## config.mk

```make
export PLATFORM = sky130hd
export DESIGN_NAME = gsim_mat_mem_if
export DESIGN_NICKNAME = d
export VERILOG_FILES = /design/src/rtl/gsim_pkg.sv /design/src/rtl/gsim_rd_lat_pipe.sv /design/src/rtl/gsim_mat_mem_if.sv
export SDC_FILE = /design/constraint.sdc
export NUM_CORES = 1
export LEC_CHECK = 0
export BUFFER_PORTS_ARGS = -buffer_cell sky130_fd_sc_hd__buf_2
export CORE_MARGIN = 2
export CORE_UTILIZATION = 35
export DETAILED_ROUTE_END_ITERATION = 8
export GPL_TIMING_DRIVEN = 0
export PLACE_DENSITY = 0.51
export SYNTH_ARGS = -nofsm -noshare
export SYNTH_HDL_FRONTEND = slang
export SYNTH_SLANG_ARGS = --single-unit
```

## constraint.sdc

```tcl
create_clock -name i_clk -period 20.6 [get_ports i_clk]
set_input_delay 4.12 -clock i_clk [delete_from_list [all_inputs] [get_ports i_clk]]
set_output_delay 4.12 -clock i_clk [all_outputs]
set_load 0.01 [all_outputs]
```

## src/rtl/gsim_pkg.sv

```systemverilog
// Shared types and constants for the matrix-memory read responder.
package gsim_pkg;

  localparam int unsigned ROW_W   = 256;
  localparam int unsigned SRAM_W  = 64;
  localparam int unsigned ADDR_W  = 10;
  localparam int unsigned BEATS   = 4;
  localparam int unsigned BEAT_W  = $clog2(BEATS);
  localparam int unsigned SADDR_W = ADDR_W + BEAT_W;

  typedef enum logic [1:0] {
    S_IDLE,
    S_ISSUE,
    S_DRAIN,
    S_RESP
  } state_t;

endpackage

```

## src/rtl/gsim_rd_lat_pipe.sv

```systemverilog
// SRAM_LAT-stage delay line carrying {valid, beat} alongside SRAM read latency.
module gsim_rd_lat_pipe
  import gsim_pkg::*;
#(
  parameter int unsigned SRAM_LAT = 1
) (
  input  logic              i_clk,
  input  logic              i_reset,
  input  logic              i_vld,
  input  logic [BEAT_W-1:0] i_beat,
  output logic              o_vld,
  output logic [BEAT_W-1:0] o_beat
);

  logic [SRAM_LAT-1:0]             r_vld;
  logic [SRAM_LAT-1:0][BEAT_W-1:0] r_beat;

  always_ff @(posedge i_clk or posedge i_reset) begin
    if (i_reset) begin
      r_vld  <= '0;
      r_beat <= '0;
    end else begin
      r_vld[0]  <= i_vld;
      r_beat[0] <= i_beat;
      for (int unsigned i = 1; i < SRAM_LAT; i++) begin
        r_vld[i]  <= r_vld[i-1];
        r_beat[i] <= r_beat[i-1];
      end
    end
  end

  assign o_vld  = r_vld[SRAM_LAT-1];
  assign o_beat = r_beat[SRAM_LAT-1];

endmodule

```

## src/rtl/gsim_mat_mem_if.sv

```systemverilog
// Matrix-memory read responder: fetches a 256-bit row as four 64-bit SRAM beats
// and returns it with a one-cycle valid pulse.
module gsim_mat_mem_if
  import gsim_pkg::*;
#(
  parameter int unsigned SRAM_LAT = 1
) (
  input  logic         i_clk,
  input  logic         i_reset,
  input  logic         i_mem_rreq,
  input  logic [9:0]   i_mem_addr,
  output logic         o_mem_rrdy,
  output logic [255:0] o_mem_dout,
  output logic         o_mem_dout_vld,
  output logic         o_sram_ren,
  output logic [11:0]  o_sram_addr,
  input  logic [63:0]  i_sram_q
);

  state_t              r_state;
  state_t              w_state_nxt;
  logic                w_rrdy_nxt;
  logic                w_ren_nxt;
  logic                w_vld_nxt;
  logic                w_load_dout;
  logic [11:0]         w_addr_nxt;
  logic [ROW_W-1:0]    r_row;
  logic [ROW_W-1:0]    w_row_nxt;
  logic                w_cap_vld;
  logic [BEAT_W-1:0]   w_cap_beat;
  logic                w_last_cap;
  logic                w_accept;

  gsim_rd_lat_pipe #(
    .SRAM_LAT(SRAM_LAT)
  ) u_lat_pipe (
    .i_clk   (i_clk),
    .i_reset (i_reset),
    .i_vld   (o_sram_ren),
    .i_beat  (o_sram_addr[BEAT_W-1:0]),
    .o_vld   (w_cap_vld),
    .o_beat  (w_cap_beat)
  );

  assign w_accept   = i_mem_rreq & o_mem_rrdy;
  assign w_last_cap = w_cap_vld && (w_cap_beat == BEAT_W'(BEATS - 1));

  // Beats land in a private row buffer; o_mem_dout only loads the completed row,
  // including the final beat arriving on the same edge.
  always_comb begin
    w_row_nxt = r_row;
    if (w_cap_vld) begin
      w_row_nxt[w_cap_beat*SRAM_W +: SRAM_W] = i_sram_q;
    end
  end

  always_comb begin
    w_state_nxt = r_state;
    w_rrdy_nxt  = 1'b0;
    w_ren_nxt   = 1'b0;
    w_vld_nxt   = 1'b0;
    w_load_dout = 1'b0;
    w_addr_nxt  = o_sram_addr;
    case (r_state)
      S_IDLE, S_RESP: begin
        if (w_accept) begin
          w_state_nxt = S_ISSUE;
          w_ren_nxt   = 1'b1;
          w_addr_nxt  = {i_mem_addr, {BEAT_W{1'b0}}};
        end else begin
          w_state_nxt = S_IDLE;
          w_rrdy_nxt  = 1'b1;
        end
      end
      S_ISSUE: begin
        if (o_sram_addr[BEAT_W-1:0] == BEAT_W'(BEATS - 1)) begin
          w_state_nxt = S_DRAIN;
        end else begin
          w_ren_nxt  = 1'b1;
          w_addr_nxt = o_sram_addr + 12'd1;
        end
      end
      S_DRAIN: begin
        if (w_last_cap) begin
          w_state_nxt = S_RESP;
          w_rrdy_nxt  = 1'b1;
          w_vld_nxt   = 1'b1;
          w_load_dout = 1'b1;
        end
      end
      default: w_state_nxt = S_IDLE;
    endcase
  end

  always_ff @(posedge i_clk or posedge i_reset) begin
    if (i_reset) begin
      r_state        <= S_IDLE;
      r_row          <= '0;
      o_mem_rrdy     <= 1'b0;
      o_mem_dout     <= '0;
      o_mem_dout_vld <= 1'b0;
      o_sram_ren     <= 1'b0;
      o_sram_addr    <= '0;
    end else begin
      r_state        <= w_state_nxt;
      r_row          <= w_row_nxt;
      o_mem_rrdy     <= w_rrdy_nxt;
      o_mem_dout_vld <= w_vld_nxt;
      o_sram_ren     <= w_ren_nxt;
      o_sram_addr    <= w_addr_nxt;
      if (w_load_dout) begin
        o_mem_dout <= w_row_nxt;
      end
    end
  end

endmodule

```

==> impl_results.md <==
- Seq/Total Area, Yosys: 65.37%
- Syn_nets: 1305
- CTS H-tree depth: 2
- Worst Skew: 18.81 ps
- DRT iter0 DRCs: 599
- Die Wd: 230.3 um
- GRT Total Usage: 19.47%
- Final wirelength: 51320 um
- CP arrival: 1260 ps
- Worst hold path type: flop to flop
- Final setup viols: 0
- Worst-path maximum fanout: 8
- Largest net degree at the start of global routing: 127
- Worst-Margin Slew: 1009 ps
- Clk slew on worst S/H paths: 60 ps
- Clock latency on the worst-skew pair: 600 ps
- DRC viols: 0
- Crit path buf inv count: 1
- Async SR Flop Fraction: 100.0%
- Most frequent cells in the layout: dfrtp_1 (468), buf_2 (375), nand2_1 (140)
- Wirelength per Cell: 21.95 um
- First drt pass iteration count: 4
- Critical path data required time: 16480 ps
- Hold depth: 0
- Post-DP HPWL: 35700 um
- Commonest non-fill, non-tap cell in the layout: dfrtp_1
- Endpoints failing hold: 0
- First-pass GRT wire length: 78100 um
- Yosys warns: 0
- Flops & latches, synth: 468
- Most common flop cell mapped by yosys: dfrtp_1
- Util after Layout: 44.32%
- Clk sink count: 468
- Fraction of layout cells with a size suffix above 1: 40.90%
- Outcome: finished, final reports clean
- Post-route ant nets: 0
- VDD IR-drop max: 0.05822 mV
- Mean Syn Cell Area: 14.70 um2
- Die Span Y: 230.3 um
- Family with the most delay on the worst path: flip-flops
- Lkg Pwr: 11.68 nW
- Cells after Synth: 1219
- GP Congestion: 0.7934
- Post_cts resized: 0
- CTS Buf Count: 52
- Max Slew Vio Count: 0
- Distinct cell type count of the synthesized netlist: 39
- Synth-to-layout area growth: 24.63%
- Setup crit start kind: flop
- Setup crit end kind: output port
- Initial cell density of the core: 35.56%
- Initial antenna violation count: 2
- Nets: 1711
- CTS tree: built
- Max Fclk: 0.1860 GHz
- Crit path depth: 1
- Critical path type: flop to output port
- Pwr/cell area: 110.5 nW/um2
- # rows: 82
- Top-level I/O count: 348
- EDFF count, synth: 0
- Critical path, cell by cell: buf_2
- Vias per cell: 4.988
- Setup Buffers After CTS: 0
- FF-to-FF path depth: 7
- GR Overflow Total: 0
- Slowest cell delay on critical path: 490 ps
- Total Neg Setup Slack: 0 ps
- Max cap viols: 0
- RSZ-0062 raised after global routing: false
- DR vias: 11661
- Core Box Area: 50380 um2
- Buffer depth of the longest clock path: 3
- Minimum clock period: 5376 ps
- Vias in the first global route: 12292
- Port bufs: 347
- CTS Root Cell: clkbuf_16
- Hold buffers post-CTS: 0
- Final Cycle Share: 26.10%
- Post-synthesis cell area: 17920 um2
- Worst-path cell with the longest stage delay: dfrtp_1
- Die area: 53020 um2
- Slew margin rel.: 32.71%
==> cell type report <==
| cell class | instances | area [um2] |
|---|---|---|
| antenna | 1 | 2.502 |
| buffer | 83 | 395.4 |
| clock buffer | 71 | 1544 |
| clock inverter | 23 | 160.2 |
| fill | 4674 | 28050 |
| inverter | 6 | 30.03 |
| multi-input combinational | 662 | 5787 |
| sequential | 468 | 11710 |
| tap | 672 | 840.8 |
| timing repair buffer | 352 | 1858 |
==> synthesized netlist by cell type, types with 6 or more instances <==
library cell  number  share of area (%)
a22o_1           134                6.6
a22o_4            60                5.9
buf_1             13               0.27
buf_2             28               0.78
buf_6              6               0.38
clkbuf_1          35               0.73
dfrtp_1          468                 65
ha_1               9               0.63
mux2_1            60                3.8
mux2_2           137                8.6
nand2_1          140                2.9
nand3_1           68                1.9
nor2_1             8               0.17
==> routing by layer <==
layer  GRT usage (%)  vias to the layer above  part of all wire, %
met5               0                        -                0.049
met4           5.323                        4                  2.1
met1           26.12                     6044                   45
met3           5.047                       78                  6.4
met2           31.29                      305                   47
li1                -                     5230                    -
==> cell families after synthesis <==
kind of cell / share of synthesized area (%)
buffers and inverters: 2.333
adders and majority gates: 0.6285
AOI/OAI and AO/OA: 13.09
DFF: 65.37
and+or+nand+nor: 6.090
muxes: 12.49
==> stage by stage <==
| stage | area [um2] | hold slack (ps) | cells | worst slack [ps] | total power, mW |
|---|---|---|---|---|---|
| after global placement | 20490 | 407.9 | 2238 | -1837 | 1.563 |
| after floorplan | 17920 | 416.0 | 1219 | 3428 | 1.396 |
| after CTS | 22330 | 412.1 | 2337 | 15170 | 2.501 |
| final | 22330 | 399.6 | 2338 | 15220 | 2.467 |
| after detailed placement | 20620 | 396.0 | 2243 | 14590 | 1.572 |
| after global routing | 22330 | 435.2 | 2337 | 15030 | 2.597 |
==> power breakdown <==
part | internal, mW | switching (mW)
clock network | 0.536 | 0.380
logic | 0.179 | 0.257
registers | 1.05 | 0.0631
==> registers in the layout, indices dropped and copies added, names as in the netlist <==
| signal | count |
|---|---|
| o_sram_ren | 1 |
| r_state | 2 |
| o_mem_dout | 256 |
| o_sram_addr | 12 |
| o_mem_dout_vld | 1 |
| u_lat_pipe.o_beat | 2 |
| r_row | 192 |
| u_lat_pipe.o_vld | 1 |
| o_mem_rrdy | 1 |
==> worst paths after layout <==
kind / start / to / slack, ps
setup / recovery: o_sram_addr[0]$_DFFE_PP0P_ / o_sram_addr[0] / 15220
hold reg to reg: o_sram_ren$_DFF_PP0_ / u_lat_pipe.o_vld$_DFF_PP0_ / 400
hold / removal: o_sram_ren$_DFF_PP0_ / u_lat_pipe.o_vld$_DFF_PP0_ / 400
min in group asynchronous: i_reset / o_mem_dout[121]$_DFFE_PP0P_ / 3490
max in group asynchronous: i_reset / o_sram_addr[3]$_DFFE_PP0P_ / 15340
setup reg to reg: u_lat_pipe.o_beat[0]$_DFF_PP0_ / o_mem_dout[34]$_DFFE_PP0P_ / 17810
No activity file was read; power rests on OpenSTA's default activity.
